==> src/rtl/stream_demux_serializer_pkg.sv <==
// Shared definitions for the stream demultiplexer / NFA serializer.
// Holds the FSM state encoding, the packet-type codes carried on s_axis_ttype,
// and helpers that derive the serializer geometry from the width parameters.
package stream_demux_serializer_pkg;

   typedef enum logic [1:0] {
      StIdle      = 2'd0,
      StNfaSer    = 2'd1,
      StQueryPass = 2'd2
   } state_e;

   localparam logic TYPE_NFA   = 1'b0;
   localparam logic TYPE_QUERY = 1'b1;

   // Number of NFA words carried by one input beat.
   function automatic int unsigned words_per_beat(input int unsigned data_w,
                                                  input int unsigned nfa_w);
      return data_w / nfa_w;
   endfunction

   // Width of an index that addresses n items; never narrower than one bit.
   function automatic int unsigned idx_width(input int unsigned n);
      return (n > 1) ? $clog2(n) : 1;
   endfunction

endpackage

==> src/rtl/stream_demux_serializer_if.sv <==
// Bus bundle for stream_demux_serializer.
// Carries the input AXI-Stream (with packet type), the NFA word output stream,
// the query beat output stream, the done pulses and the status counters.
// Modports:
//   slave  - view of the demux/serializer block itself
//   master - view of the environment that feeds and drains the block
interface stream_demux_serializer_if #(
   parameter int unsigned C_DATA_WIDTH = 512,
   parameter int unsigned C_NFA_WIDTH  = 64,
   parameter int unsigned C_CNT_WIDTH  = 32
);

   logic                    s_axis_tvalid;
   logic                    s_axis_tready;
   logic [C_DATA_WIDTH-1:0] s_axis_tdata;
   logic                    s_axis_tlast;
   logic                    s_axis_ttype;

   logic                    m_nfa_tvalid;
   logic                    m_nfa_tready;
   logic [C_NFA_WIDTH-1:0]  m_nfa_tdata;
   logic                    m_nfa_tlast;

   logic                    m_query_tvalid;
   logic                    m_query_tready;
   logic [C_DATA_WIDTH-1:0] m_query_tdata;
   logic                    m_query_tlast;

   logic                    nfa_done;
   logic                    query_done;
   logic [C_CNT_WIDTH-1:0]  nfa_word_count;
   logic [C_CNT_WIDTH-1:0]  query_beat_count;

   modport slave (
      input  s_axis_tvalid, s_axis_tdata, s_axis_tlast, s_axis_ttype,
      input  m_nfa_tready, m_query_tready,
      output s_axis_tready,
      output m_nfa_tvalid, m_nfa_tdata, m_nfa_tlast,
      output m_query_tvalid, m_query_tdata, m_query_tlast,
      output nfa_done, query_done, nfa_word_count, query_beat_count
   );

   modport master (
      output s_axis_tvalid, s_axis_tdata, s_axis_tlast, s_axis_ttype,
      output m_nfa_tready, m_query_tready,
      input  s_axis_tready,
      input  m_nfa_tvalid, m_nfa_tdata, m_nfa_tlast,
      input  m_query_tvalid, m_query_tdata, m_query_tlast,
      input  nfa_done, query_done, nfa_word_count, query_beat_count
   );

endinterface

==> src/rtl/stream_demux_serializer_axis_reg_slice.sv <==
// axis_reg_slice: reusable single-stage AXI-Stream register slice.
// One cycle of latency, full throughput under continuous downstream ready.
// Output data/last are held stable while m_valid_o=1 and m_ready_i=0.
// Ports:
//   clk_i, rst_ni         clock, asynchronous active-low reset
//   s_valid_i/s_ready_o   upstream handshake, s_data_i/s_last_i payload
//   m_valid_o/m_ready_i   downstream handshake, m_data_o/m_last_o payload
module axis_reg_slice #(
   parameter int unsigned Width = 512
) (
   input  logic             clk_i,
   input  logic             rst_ni,
   input  logic             s_valid_i,
   output logic             s_ready_o,
   input  logic [Width-1:0] s_data_i,
   input  logic             s_last_i,
   output logic             m_valid_o,
   input  logic             m_ready_i,
   output logic [Width-1:0] m_data_o,
   output logic             m_last_o
);

   logic             valid_q, valid_d;
   logic [Width-1:0] data_q, data_d;
   logic             last_q, last_d;

   // The stage can take a new beat when empty or when it empties this cycle.
   assign s_ready_o = ~valid_q | m_ready_i;

   always_comb begin
      valid_d = valid_q;
      data_d  = data_q;
      last_d  = last_q;
      if (s_ready_o) begin
         valid_d = s_valid_i;
         if (s_valid_i) begin
            data_d = s_data_i;
            last_d = s_last_i;
         end
      end
   end

   always_ff @(posedge clk_i or negedge rst_ni) begin
      if (!rst_ni) begin
         valid_q <= 1'b0;
         data_q  <= '0;
         last_q  <= 1'b0;
      end else begin
         valid_q <= valid_d;
         data_q  <= data_d;
         last_q  <= last_d;
      end
   end

   assign m_valid_o = valid_q;
   assign m_data_o  = data_q;
   assign m_last_o  = last_q;

endmodule

==> src/rtl/stream_demux_serializer.sv <==
// stream_demux_serializer: routes input packets by their first-beat type.
// NFA packets (ttype=0) are serialized into C_DATA_WIDTH/C_NFA_WIDTH words,
// least-significant word first. Query packets (ttype=1) pass through a
// one-stage register slice. Done pulses are registered (one cycle after the
// last output handshake); counters report words/beats of the current packet.
// Ports:
//   data_clk     sole clock
//   data_rst_n   asynchronous active-low reset
//   bus_io       input stream, NFA and query output streams, status
module stream_demux_serializer
   import stream_demux_serializer_pkg::*;
#(
   parameter int unsigned C_DATA_WIDTH = 512,
   parameter int unsigned C_NFA_WIDTH  = 64,
   parameter int unsigned C_CNT_WIDTH  = 32
) (
   input  logic                      data_clk,
   input  logic                      data_rst_n,
   stream_demux_serializer_if.slave  bus_io
);

   localparam int unsigned Words = words_per_beat(C_DATA_WIDTH, C_NFA_WIDTH);
   localparam int unsigned IdxW  = idx_width(Words);
   localparam logic [IdxW-1:0] LastIdx = IdxW'(Words - 1);

   state_e                  state_q, state_d;
   logic [C_DATA_WIDTH-1:0] beat_q, beat_d;
   logic                    beat_last_q, beat_last_d;
   logic                    beat_vld_q, beat_vld_d;
   logic [IdxW-1:0]         idx_q, idx_d;
   logic                    qry_last_in_q, qry_last_in_d;
   logic                    nfa_done_q, nfa_done_d;
   logic                    query_done_q, query_done_d;
   logic [C_CNT_WIDTH-1:0]  nfa_cnt_q, nfa_cnt_d;
   logic [C_CNT_WIDTH-1:0]  qry_cnt_q, qry_cnt_d;
   // Low while in reset and for the first edge after release, so the input
   // never reports ready while the block is held in reset.
   logic                    run_q;

   logic                    s_ready;
   logic                    nfa_valid;
   logic                    nfa_hs;
   logic                    nfa_final;
   logic                    qry_out_hs;

   logic                    sl_s_valid;
   logic                    sl_s_ready;
   logic                    sl_m_valid;
   logic [C_DATA_WIDTH-1:0] sl_m_data;
   logic                    sl_m_last;

   logic [Words-1:0][C_NFA_WIDTH-1:0] beat_words;

   assign beat_words = beat_q;
   assign nfa_valid  = (state_q == StNfaSer) & beat_vld_q;
   assign nfa_hs     = nfa_valid & bus_io.m_nfa_tready;
   assign nfa_final  = (idx_q == LastIdx);
   assign qry_out_hs = sl_m_valid & bus_io.m_query_tready;

   always_comb begin
      state_d       = state_q;
      beat_d        = beat_q;
      beat_last_d   = beat_last_q;
      beat_vld_d    = beat_vld_q;
      idx_d         = idx_q;
      qry_last_in_d = qry_last_in_q;
      nfa_cnt_d     = nfa_cnt_q;
      qry_cnt_d     = qry_cnt_q;
      nfa_done_d    = 1'b0;
      query_done_d  = 1'b0;
      s_ready       = 1'b0;
      sl_s_valid    = 1'b0;

      unique case (state_q)
         StIdle: begin
            s_ready = run_q;
            if (run_q && bus_io.s_axis_tvalid) begin
               // Packet type is decided here only; later beats follow this path.
               if (bus_io.s_axis_ttype == TYPE_QUERY) begin
                  sl_s_valid    = 1'b1;
                  qry_last_in_d = bus_io.s_axis_tlast;
                  qry_cnt_d     = '0;
                  state_d       = StQueryPass;
               end else begin
                  beat_d      = bus_io.s_axis_tdata;
                  beat_last_d = bus_io.s_axis_tlast;
                  beat_vld_d  = 1'b1;
                  idx_d       = '0;
                  nfa_cnt_d   = '0;
                  state_d     = StNfaSer;
               end
            end
         end

         StNfaSer: begin
            if (nfa_hs) begin
               nfa_cnt_d = nfa_cnt_q + C_CNT_WIDTH'(1);
               if (!nfa_final) begin
                  idx_d = idx_q + IdxW'(1);
               end
            end
            // Refill mid-packet when the held beat is drained or its final word
            // leaves this cycle; loading in that same cycle avoids a bubble.
            if (!beat_last_q && (!beat_vld_q || (nfa_hs && nfa_final))) begin
               s_ready = 1'b1;
               idx_d   = '0;
               if (bus_io.s_axis_tvalid) begin
                  beat_d      = bus_io.s_axis_tdata;
                  beat_last_d = bus_io.s_axis_tlast;
                  beat_vld_d  = 1'b1;
               end else begin
                  beat_vld_d  = 1'b0;
               end
            end
            if (nfa_hs && nfa_final && beat_last_q) begin
               nfa_done_d = 1'b1;
               beat_vld_d = 1'b0;
               idx_d      = '0;
               state_d    = StIdle;
            end
         end

         StQueryPass: begin
            // Once the last input beat is in the slice, stop accepting so the
            // next packet is typed from IDLE rather than swallowed here.
            s_ready    = ~qry_last_in_q & sl_s_ready;
            sl_s_valid = bus_io.s_axis_tvalid & s_ready;
            if (sl_s_valid && bus_io.s_axis_tlast) begin
               qry_last_in_d = 1'b1;
            end
            if (qry_out_hs) begin
               qry_cnt_d = qry_cnt_q + C_CNT_WIDTH'(1);
               if (sl_m_last) begin
                  query_done_d  = 1'b1;
                  qry_last_in_d = 1'b0;
                  state_d       = StIdle;
               end
            end
         end

         default: begin
            state_d = StIdle;
         end
      endcase
   end

   always_ff @(posedge data_clk or negedge data_rst_n) begin
      if (!data_rst_n) begin
         state_q       <= StIdle;
         beat_q        <= '0;
         beat_last_q   <= 1'b0;
         beat_vld_q    <= 1'b0;
         idx_q         <= '0;
         qry_last_in_q <= 1'b0;
         nfa_done_q    <= 1'b0;
         query_done_q  <= 1'b0;
         nfa_cnt_q     <= '0;
         qry_cnt_q     <= '0;
         run_q         <= 1'b0;
      end else begin
         state_q       <= state_d;
         beat_q        <= beat_d;
         beat_last_q   <= beat_last_d;
         beat_vld_q    <= beat_vld_d;
         idx_q         <= idx_d;
         qry_last_in_q <= qry_last_in_d;
         nfa_done_q    <= nfa_done_d;
         query_done_q  <= query_done_d;
         nfa_cnt_q     <= nfa_cnt_d;
         qry_cnt_q     <= qry_cnt_d;
         run_q         <= 1'b1;
      end
   end

   axis_reg_slice #(
      .Width (C_DATA_WIDTH)
   ) u_query_slice (
      .clk_i     (data_clk),
      .rst_ni    (data_rst_n),
      .s_valid_i (sl_s_valid),
      .s_ready_o (sl_s_ready),
      .s_data_i  (bus_io.s_axis_tdata),
      .s_last_i  (bus_io.s_axis_tlast),
      .m_valid_o (sl_m_valid),
      .m_ready_i (bus_io.m_query_tready),
      .m_data_o  (sl_m_data),
      .m_last_o  (sl_m_last)
   );

   assign bus_io.s_axis_tready    = s_ready;
   assign bus_io.m_nfa_tvalid     = nfa_valid;
   assign bus_io.m_nfa_tdata      = beat_words[idx_q];
   assign bus_io.m_nfa_tlast      = nfa_valid & nfa_final & beat_last_q;
   assign bus_io.m_query_tvalid   = sl_m_valid;
   assign bus_io.m_query_tdata    = sl_m_data;
   assign bus_io.m_query_tlast    = sl_m_last;
   assign bus_io.nfa_done         = nfa_done_q;
   assign bus_io.query_done       = query_done_q;
   assign bus_io.nfa_word_count   = nfa_cnt_q;
   assign bus_io.query_beat_count = qry_cnt_q;

endmodule

==> src/flat_wrapper.sv <==
// flat-port wrapper written by rule: the top's interface ports become plain ports
module stream_demux_serializer_flat import stream_demux_serializer_pkg::*;
#(
   parameter int unsigned C_DATA_WIDTH = 512,
   parameter int unsigned C_NFA_WIDTH  = 64,
   parameter int unsigned C_CNT_WIDTH  = 32
)
  (data_clk, data_rst_n, bus_io_s_axis_tvalid, bus_io_s_axis_tdata, bus_io_s_axis_tlast, bus_io_s_axis_ttype, bus_io_m_nfa_tready, bus_io_m_query_tready, bus_io_s_axis_tready, bus_io_m_nfa_tvalid, bus_io_m_nfa_tdata, bus_io_m_nfa_tlast, bus_io_m_query_tvalid, bus_io_m_query_tdata, bus_io_m_query_tlast, bus_io_nfa_done, bus_io_query_done, bus_io_nfa_word_count, bus_io_query_beat_count);
  stream_demux_serializer_if #(.C_DATA_WIDTH(C_DATA_WIDTH), .C_NFA_WIDTH(C_NFA_WIDTH), .C_CNT_WIDTH(C_CNT_WIDTH)) bus_io_i ();
  input  logic data_clk;
  input  logic data_rst_n;
  input wire logic [$bits(bus_io_i.s_axis_tvalid)-1:0] bus_io_s_axis_tvalid;
  input wire logic [$bits(bus_io_i.s_axis_tdata)-1:0] bus_io_s_axis_tdata;
  input wire logic [$bits(bus_io_i.s_axis_tlast)-1:0] bus_io_s_axis_tlast;
  input wire logic [$bits(bus_io_i.s_axis_ttype)-1:0] bus_io_s_axis_ttype;
  input wire logic [$bits(bus_io_i.m_nfa_tready)-1:0] bus_io_m_nfa_tready;
  input wire logic [$bits(bus_io_i.m_query_tready)-1:0] bus_io_m_query_tready;
  output wire logic [$bits(bus_io_i.s_axis_tready)-1:0] bus_io_s_axis_tready;
  output wire logic [$bits(bus_io_i.m_nfa_tvalid)-1:0] bus_io_m_nfa_tvalid;
  output wire logic [$bits(bus_io_i.m_nfa_tdata)-1:0] bus_io_m_nfa_tdata;
  output wire logic [$bits(bus_io_i.m_nfa_tlast)-1:0] bus_io_m_nfa_tlast;
  output wire logic [$bits(bus_io_i.m_query_tvalid)-1:0] bus_io_m_query_tvalid;
  output wire logic [$bits(bus_io_i.m_query_tdata)-1:0] bus_io_m_query_tdata;
  output wire logic [$bits(bus_io_i.m_query_tlast)-1:0] bus_io_m_query_tlast;
  output wire logic [$bits(bus_io_i.nfa_done)-1:0] bus_io_nfa_done;
  output wire logic [$bits(bus_io_i.query_done)-1:0] bus_io_query_done;
  output wire logic [$bits(bus_io_i.nfa_word_count)-1:0] bus_io_nfa_word_count;
  output wire logic [$bits(bus_io_i.query_beat_count)-1:0] bus_io_query_beat_count;
  assign bus_io_i.s_axis_tvalid = bus_io_s_axis_tvalid;
  assign bus_io_i.s_axis_tdata = bus_io_s_axis_tdata;
  assign bus_io_i.s_axis_tlast = bus_io_s_axis_tlast;
  assign bus_io_i.s_axis_ttype = bus_io_s_axis_ttype;
  assign bus_io_i.m_nfa_tready = bus_io_m_nfa_tready;
  assign bus_io_i.m_query_tready = bus_io_m_query_tready;
  assign bus_io_s_axis_tready = bus_io_i.s_axis_tready;
  assign bus_io_m_nfa_tvalid = bus_io_i.m_nfa_tvalid;
  assign bus_io_m_nfa_tdata = bus_io_i.m_nfa_tdata;
  assign bus_io_m_nfa_tlast = bus_io_i.m_nfa_tlast;
  assign bus_io_m_query_tvalid = bus_io_i.m_query_tvalid;
  assign bus_io_m_query_tdata = bus_io_i.m_query_tdata;
  assign bus_io_m_query_tlast = bus_io_i.m_query_tlast;
  assign bus_io_nfa_done = bus_io_i.nfa_done;
  assign bus_io_query_done = bus_io_i.query_done;
  assign bus_io_nfa_word_count = bus_io_i.nfa_word_count;
  assign bus_io_query_beat_count = bus_io_i.query_beat_count;
  stream_demux_serializer #(.C_DATA_WIDTH(C_DATA_WIDTH), .C_NFA_WIDTH(C_NFA_WIDTH), .C_CNT_WIDTH(C_CNT_WIDTH)) u_core (.data_clk(data_clk), .data_rst_n(data_rst_n), .bus_io(bus_io_i));
endmodule
==> config.mk <==
export PLATFORM = sky130hd
export DESIGN_NAME = stream_demux_serializer_flat
export DESIGN_NICKNAME = d
export VERILOG_FILES = /design/src/rtl/stream_demux_serializer_pkg.sv /design/src/rtl/stream_demux_serializer_if.sv /design/src/rtl/stream_demux_serializer_axis_reg_slice.sv /design/src/rtl/stream_demux_serializer.sv /design/src/flat_wrapper.sv
export SDC_FILE = /design/constraint.sdc
export NUM_CORES = 1
export LEC_CHECK = 0
export CAP_MARGIN = 20
export CORE_AREA = 2 2 461 463
export CTS_CLUSTER_SIZE = 20
export DETAILED_ROUTE_END_ITERATION = 8
export DIE_AREA = 0 0 463 465
export PLACE_DENSITY_LB_ADDON = 0.15
export REMOVE_ABC_BUFFERS = 1
export SETUP_SLACK_MARGIN = 0.5
export SYNTH_ARGS = -nofsm -noshare
export SYNTH_HDL_FRONTEND = slang
export SYNTH_SLANG_ARGS = --single-unit
==> constraint.sdc <==
create_clock -name data_clk -period 6.7 [get_ports data_clk]
set_clock_uncertainty 0.15 [all_clocks]
set_input_delay 0.67 -clock data_clk [delete_from_list [all_inputs] [get_ports data_clk]]
set_output_delay 0.67 -clock data_clk [all_outputs]
set_load 0.01 [all_outputs]
# Word-level counts from Yosys, hierarchy flattened
# Index checks and enable logic that the tools add are counted.
[word_totals]
inputBits = 519
register_bits = 1101
wordCells = 117
output_inout_bits = 647
[classes]
bitwise_logic = 10
eq_ne = 15
n_lt_le_gt_ge = 1
n_mux = 55
reduce_logical = 19
addsub = 3
[op_table]
columns = ["cell", "count"]
rows = [
  ["$mux 512", 4],
  ["$pmux 512 s2", 1],
  ["$bmux 64 s3", 1],
  ["$mux 32", 6],
  ["$pmux 32 s2", 2],
  ["$add 32x1->32 const B", 2],
  ["$mux 64", 1],
  ["$mux 1", 22],
  ["$mux 3", 6],
  ["$reduce_and 4->1", 4],
  ["$ne 2x2->1 const B", 6],
  ["$mux 2", 5],
  ["$reduce_and 5->1", 2],
  ["$pmux 1 s2", 4],
  ["$and 1x1->1", 7],
  ["$ne 2x1->1 const B", 3],
  ["$pmux 2 s3", 1],
  ["$pmux 3 s2", 1],
  ["$logic_and 1x1->1", 5],
  ["$lt 3x4->1 const B", 1],
  ["$ne 4x3->1 const B", 1],
  ["$ne 4x4->1 const B", 1],
  ["$reduce_bool 2->1", 2],
  ["$add 3x1->3 const B", 1],
  ["12 further kinds", 14],
]

# Depth between registers and ports, before layout
# Gate-level depths: netlist of run 1.
[logic_depth]
word_depth = 9
mapped_depth = 10
mapped_depth_nobuf = 7

# Hierarchy
# From an unflattened synthesis of run 1, not the netlist that was laid out.
[hier_totals]
hier_cells = 2811
area_unflattened_um2 = 45783.9
[modules_own_cells]
columns = ["module", "cells_each", "area_per_inst_um2", "seq_area_each_um2", "n_inst"]
rows = [
  ["stream_demux_serializer", 1725, 26507.9, 14689.1, 1],
  ["axis_reg_slice", 1086, 19276.0, 12862.3, 1],
]

# Least setup slack after synthesis of run 1
# No wires, ideal clock.
[synth_timing]
path_type = "register to output"
from = "register u_core.idx_q[0]"
to = "output port bus_io_m_nfa_tdata[44]"
required_ns = 5.880
slack_ns = 4.087
path_stages_with_launch = 5
path_buffers = 2
t_arrival_ns = 1.793
cell_sequence = "dfrtp_1 buf_2 buf_2 mux4_2 mux2_2"
[synth_via]
elab_chain_cells = 2
[synth_lines]
columns = ["element", "line_no", "text"]
rows = [
  ["start: declaration", "stream_demux_serializer.sv:30", "logic [IdxW-1:0] idx_q, idx_d;"],
  ["start signal: assignment", "stream_demux_serializer.sv:165", "idx_q <= idx_d;"],
  ["$bmux 64 s3", "stream_demux_serializer.sv:192", "assign bus_io.m_nfa_tdata = beat_words[idx_q];"],
  ["$mux 64 (implied by the code)", "stream_demux_serializer.sv:192", ""],
  ["end: declaration", "flat_wrapper.sv:20", "output wire logic [$bits(bus_io_i.m_nfa_tdata)-1:0] bus_io_m_nfa_tdata;"],
]
# Every way passes these cells. The select of a mux whose other input is x is not followed.

# Worst setup path in the final report of run 1
[layout_timing]
from = "register u_core.idx_q[0]"
to = "output port bus_io_m_nfa_tdata[21]"
# The elaborated chain is that of the path after synthesis.

==> results.ini, run 1 <==
[grt]
grt_overflow = 0
grt_pass1_wl_um = 247000
antenna_found_initial = 49
grt_usage_pct = 15.9
grt_max_degree = 141
grt_pass1_vias = 31100

[detailed_routing]
first_pass_iters = 5
routedWlPerCell_um = 25.2
initialDrtViolationCount = 1266
drc = 0
ant_nets = 0
route.final.wire_length_um = 175000
vias_per_cell = 4.18
vias = 29000

[sta]
tns_ps = 0
slew_headroom_pct = 28.1
clock.fmax_ghz = 0.218
fin_crit_sh_pct = 68.4
drv_slew = 0
tightest_slew_ps = 1080
layout_min_cycle_time_ps = 4580
setup_viol = 0
hold_viol_final = 0
setup_slack_ps = 2120
rsz0062_at_grt = false

[setup_path]
worstPathArrival_ps = 3760
crit_slowest_cell = buf_4
required_ps = 5880
end_kind = output pin
worstSetupPathType = register to output pin
r2r_cells = 9
max_stage_delay_ps = 730
crit_chain = buf_4 > mux4_2 > mux2_2 > clkdlybuf4s50_1
cp_max_fo = 35
startpoint_type = register

[placed_design]
io_buffers = 1165
gp_congestion = 0.777
dpl_cell_area_mm2 = 0.0605
hpwlAfterDp_um = 130000
dp_worst_setup_slack_ps = 2760

[synth]
seq_area_frac_synth_pct = 60.4
avgSynthCellArea_um2 = 16.2
ys_types = 52
synth_edf_count = 0
synth_seq_cells = 1101
syn_inst = 2812
yosys.area.top_type = dfrtp_1
synth_top_area_share_pct = 60.4
yosys_warnings = 0
async_flop_share_pct = 100
synth_area_leaders = dfrtp_1 60%, mux2_2 27%, mux4_2 6.3%, buf_2 0.89%, buf_4 0.76%
ys.flop_type = dfrtp_1
synth_area_mm2 = 0.0456

[die]
fp.dieW_um = 463
num_io_pins = 1166
start_util_pct = 21.6
dieArea_mm2 = 0.215
num_rows = 169
core_area_mm2 = 0.211
die_h_um = 465

[clocking]
root_buffer = clkbuf_16
cts_sinks = 1101
cts_tree = done
h-tree-depth = 4
cts_max_path_buffers = 3
clk_pin_slew_ps = 50
cts_buffers = 140
clock_latency_ps = 760

[outcome]
outcome = complete, no violations

[final_layout]
final_area_mm2 = 0.0652
drive_above_1_share_pct = 36.4
final_nets = 4526
fillerInstances = 21100
syn2layout_area_growth_pct = 42.9

[power]
ir_worst_vdd_uv = 346
powerDensity_mw_per_mm2 = 509
static-leakage-power_uw = 0.0258

[job]
maxCapViolCount = 0

[min_path]
min_path_cells = 1
holdCritPathClass = register to register

power breakdown:
group / internal (uW) / total (uW) / switching (uW) / leakage [uW]
Clock: 4650 / 7700 / 3060 / 0.00230
Combinational: 8250 / 13700 / 5460 / 0.0103
Sequential: 9930 / 11800 / 1820 / 0.0131
Total: 22800 / 33200 / 10300 / 0.0258
logic make-up after synthesis:
family                   Yosys count  synth area share [%]
flip-flops                      1101                  60.4
AO/OA/AOI/OAI                     53                 0.716
multiplexers                    1221                  33.3
AND/OR/NAND/NOR                  215                  2.56
XOR/XNOR                          46                 0.883
buffers and inverters            171                  2.04
adder cells (fa/ha/maj)            4                 0.110
other                              1               0.00822
layout make-up:
type / instances / area [um^2] / area share [%]
Timing Repair Buffer: 1210 / 12200 / 18.8
Tap cell: 2821 / 3530 / 5.41
Antenna cell: 7 / 17.5 / 0.0269
Inverter: 10 / 37.5 / 0.0576
Clock inverter: 30 / 378 / 0.580
Clock buffer: 217 / 4280 / 6.56
Multi-Input combinational cell: 1540 / 17200 / 26.3
Sequential cell: 1101 / 27600 / 42.3
critical path, delay by kind of cell, from the launching register on:
| kind | cells | cell delay (ps) |
|---|---|---|
| flip-flops | 1 | 720 |
| buffers and inverters | 2 | 1270 |
| multiplexers | 2 | 950 |
stage by stage:
step / hold WS (ps) / total power (uW) / cells / util, %
5_1_grt: 336 / 35100 / 6934 / 30.9
6_report: 349 / 33200 / 6936 / 30.9
3_3_place_gp: 332 / 25800 / 6680 / 28.7
3_5_place_dp: 338 / 25900 / 6680 / 28.7
2_1_floorplan: 224 / 18800 / 2651 / -
4_1_cts: 308 / 33900 / 6928 / 30.9
timing repair:
item                                   4_1_cts  5_1_grt
hold buffers                                 1        0
gates resized for setup                      0        0
endpoints found under the hold margin       88        0
setup endpoints to repair                    0        0
setup buffers                                0        0
per-layer routing:
layer | share of wire (%) | vias to the layer above | global-route usage (%)
met2 | 50 | 895 | 27.2
li1 | - | 12700 | -
met4 | 1.8 | 40 | 3.35
met5 | 0.14 | - | 0
met3 | 8.1 | 222 | 6.14
met1 | 40 | 15200 | 19.0
cell usage after synthesis, types with 2 or more instances:
library cell,instances
buf_2,81
buf_6,2
a21oi_1,18
buf_1,6
ha_1,4
mux2i_1,2
xor2_1,17
nor4_1,17
inv_1,10
nand3_4,2
nand2_1,31
o31ai_1,2
xnor2_1,29
clkbuf_1,26
o21ai_0,21
and2_1,5
dfrtp_1,1101
and3_1,3
nand3_1,19
and4_1,8
nand4_1,29
buf_4,46
nor2_1,58
nor3_1,11
or3_1,13
a31oi_1,3
nand3b_1,2
mux4_2,128
nor4b_1,3
mux2_2,1091
nand2b_1,3
flip-flops by register name (all words and copies together), names as in the netlist:
| signal | count |
|---|---|
| u_core.u_query_slice.m_valid_o | 1 |
| u_core.state_q | 2 |
| u_core.beat_q | 512 |
| u_core.u_query_slice.m_data_o | 512 |
| u_core.beat_last_q | 1 |
| u_core.bus_io.query_beat_count | 32 |
| u_core.bus_io.nfa_word_count | 32 |
| u_core.bus_io.query_done | 1 |
| u_core.qry_last_in_q | 1 |
| u_core.bus_io.nfa_done | 1 |
| u_core.u_query_slice.m_last_o | 1 |
| u_core.idx_q | 3 |
| u_core.run_q | 1 |
| u_core.beat_vld_q | 1 |
cells in the final DEF, fill, tap and decap left out, drive strengths merged, types with 2 or more instances in the layout:
master	instances
diode	7
nor4	18
nand3	21
mux2i	2
and3	3
mux4	128
inv	17
nor2b	2
buf	45
nor3	11
nand3b	2
o31ai	2
and2	5
nand2b	3
a31oi	3
clkinv	16
xnor2	29
bufinv	7
clkdlybuf4s50	1164
dfrtp	1101
clkbuf	217
a21oi	19
nand2	32
mux2	1091
nand4	30
o21ai	21
nor2	59
xor2	17
and4	8
nor4b	3
ha	4
or3	13
path summary, 6_finish.rpt:
| path | slack, ps | end | startpoint |
|---|---|---|---|
| min in group asynchronous | 380 | u_core.beat_q[26]$_DFFE_PN0P_ | data_rst_n |
| hold / removal | 350 | u_core.beat_q[423]$_DFFE_PN0P_ | u_core.beat_q[423]$_DFFE_PN0P_ |
| hold reg to reg | 350 | u_core.beat_q[423]$_DFFE_PN0P_ | u_core.beat_q[423]$_DFFE_PN0P_ |
| setup / recovery | 2120 | bus_io_m_nfa_tdata[21] | u_core.idx_q[0]$_DFFE_PN0P_ |
| max in group asynchronous | 4570 | u_core.u_query_slice.m_data_o[379]$_DFFE_PN0P_ | data_rst_n |
| setup reg to reg | 2840 | u_core.beat_q[489]$_DFFE_PN0P_ | u_core.idx_q[1]$_DFFE_PN0P_ |
Power figures use the tool's default switching activity.
==> run 2, diff against run 1 <==
--- a/config.mk
+++ b/config.mk
@@ -6,10 +6,10 @@
 export NUM_CORES = 1
 export LEC_CHECK = 0
 export CAP_MARGIN = 20
-export CORE_AREA = 2 2 461 463
+export CORE_AREA = 2 2 452 454
 export CTS_CLUSTER_SIZE = 20
 export DETAILED_ROUTE_END_ITERATION = 8
-export DIE_AREA = 0 0 463 465
+export DIE_AREA = 0 0 454 456
 export PLACE_DENSITY_LB_ADDON = 0.15
 export REMOVE_ABC_BUFFERS = 1
 export SETUP_SLACK_MARGIN = 0.5
==> constraint.sdc (replaced) <==
create_clock -name data_clk -period 4.6 [get_ports data_clk]
set_clock_uncertainty 0.15 [all_clocks]
set_input_delay 0.46 -clock data_clk [delete_from_list [all_inputs] [get_ports data_clk]]
set_output_delay 0.46 -clock data_clk [all_outputs]
set_load 0.01 [all_outputs]
==> run 2 against run 1 <==
Register-to-register slack worse by 1400 ps. Largest cell class unchanged. Die area down 3.8%. Sequential power up 45%. Non-clock buffer count up 35.
==> results.ini, run 2 (synthesis results as in run 1) <==
[setup_path]
cp_max_fo = 48  ; +37%
crit_slowest_cell = mux4_2
worst-path-buf-inv = 2  ; unchanged
end_kind = output pin
cp_top_family = multiplexers
required_ps = 3990  ; -1890 ps
crit_chain = buf_16 > mux4_2 > mux2_2 > clkdlybuf4s50_1
worstSetupPathType = register to output pin
worstPathArrival_ps = 3220  ; -540 ps
startpoint_type = register
max_stage_delay_ps = 560  ; -170 ps

[die]
start_util_pct = 22.6  ; +0.98 points
fp.dieW_um = 454  ; -1.9%
num_io_pins = 1166  ; unchanged
die_h_um = 456  ; -1.9%
num_rows = 165  ; -2.4%
core_area_mm2 = 0.202  ; -4.3%
dieArea_mm2 = 0.207  ; -3.8%

[final_layout]
fillerInstances = 20000  ; -5.2%
syn2layout_area_growth_pct = 43.1
most-common-layout-cells = 1164 x clkdlybuf4s50_1, 1098 x dfrtp_1, 1091 x mux2_2
layout_commonest_cell = clkdlybuf4s50_1
final_nets = 4564  ; +0.84%
drive_above_1_share_pct = 36.9  ; +0.44 points
instances_no_fill = 6819  ; -1.7%
final_area_mm2 = 0.0653  ; +0.14%

[sta]
drv_slew = 0  ; unchanged
hold_viol_final = 0  ; unchanged
clock.fmax_ghz = 0.261
setup_viol = 0  ; unchanged
layout_min_cycle_time_ps = 3830
fin_crit_sh_pct = 83.2
rsz0062_at_grt = false
slew_headroom_pct = 37.0  ; +8.9 points
tns_ps = 0  ; unchanged
tightest_slew_ps = 945  ; -133 ps

[power]
ir_worst_vdd_uv = 326  ; -5.8%
powerDensity_mw_per_mm2 = 742  ; +46%
static-leakage-power_uw = 0.0259  ; +0.59%

[outcome]
outcome = complete, no violations

[min_path]
holdCritPathClass = primary input to async pin

[grt]
grt.met1_usage_pct = 19.2  ; +0.17 points
grt_pass1_wl_um = 244000  ; -1.3%
grt_usage_pct = 16.3  ; +0.40 points
grt_overflow = 0  ; unchanged
top_usage_layer = met2
met2_usage_pct = 28.5  ; +1.4 points
antenna_found_initial = 42  ; -14%
grt_max_degree = 121  ; -14%
met3_usage_pct = 5.19  ; -0.95 points
grt_pass1_vias = 31700  ; +1.9%

[job]
maxCapViolCount = 0  ; unchanged

[clocking]
cts_buffers = 143  ; +2.1%
root_buffer = clkbuf_16
h-tree-depth = 4  ; unchanged
clk_pin_slew_ps = 60  ; about the same
clock_latency_ps = 780  ; +20 ps
cts_max_path_buffers = 3  ; unchanged
cts_tree = done
cts_sinks = 1101  ; unchanged

[detailed_routing]
routedWlPerCell_um = 25.1  ; -0.30%
initialDrtViolationCount = 1323  ; +4.5%
vias_per_cell = 4.28  ; +2.4%
vias = 29200  ; +0.63%
ant_nets = 0  ; unchanged
route.final.wire_length_um = 171000  ; -2.0%
first_pass_iters = 4  ; -1
drc = 0  ; unchanged

[placed_design]
io_buffers = 1165  ; unchanged
gp_congestion = 0.800  ; +3.1%
dp.cells = 6566  ; -1.7%
dpl_cell_area_mm2 = 0.0606  ; +0.26%
hpwlAfterDp_um = 128000  ; -1.6%

## run 2: final timing paths
kind                                           startpoint                                        endpoint  slack, ps  cells past startpoint
setup / recovery              u_core.idx_q[0]$_DFFE_PN0P_                          bus_io_m_nfa_tdata[35]        770                      4
hold / removal                                 data_rst_n  u_core.u_query_slice.m_data_o[171]$_DFFE_PN0P_        150                      2
setup reg to reg              u_core.idx_q[0]$_DFFE_PN0P_                  u_core.beat_q[446]$_DFFE_PN0P_       1440                      9
hold reg to reg            u_core.beat_q[132]$_DFFE_PN0P_                  u_core.beat_q[132]$_DFFE_PN0P_        350                      1
max in group asynchronous                      data_rst_n  u_core.u_query_slice.m_data_o[453]$_DFFE_PN0P_       2800                      3
min in group data_clk            bus_io_s_axis_tdata[298]                  u_core.beat_q[298]$_DFFE_PN0P_        160                      2
## run 2: area by class of cell
class                           instances  area (um^2)  area share, %
Clock buffer                          219         4280           6.55
Multi-Input combinational cell       1540        17200           26.3
Tap cell                             2672         3340           5.12
Timing Repair Buffer                 1245        12600           19.2
Clock inverter                         31          339          0.519
Inverter                               10         37.5         0.0575
Sequential cell                      1101        27600           42.2
Antenna cell                            1         2.50        0.00383
## run 2: per-stage QoR
step | utilization (%) | setup slack, ps | hold slack, ps | power (uW)
final | 32.4 | 771 | 150 | 48500
after floorplan | - | -39480 | 14.4 | 25100
after global routing | 32.4 | 576 | 107 | 51200
after CTS | 32.4 | 551 | 59.8 | 49500
after detailed placement | 30.1 | 1320 | 337 | 37900
after global placement | 30.1 | 1330 | 332 | 37800
## run 2: metal layers
metal / part of all wire [%] / wire length [um]
met5: 0.18 / 306
met4: 2.2 / 3800
met3: 6.8 / 11600
met2: 51 / 87700
met1: 40 / 68000
## run 2: what timing repair did
action | in CTS | in global routing
hold endpoints to repair | 36 | 0
setup buffers | 1 | 0
setup endpoints to repair | 17 | 0
gates resized for setup | 1 | 0
hold buffers | 1 | 0
## run 2: where the power goes
part	switching [uW]	internal, uW
Sequential	2640	14500
Clock	4460	6660
Combinational	8070	12200
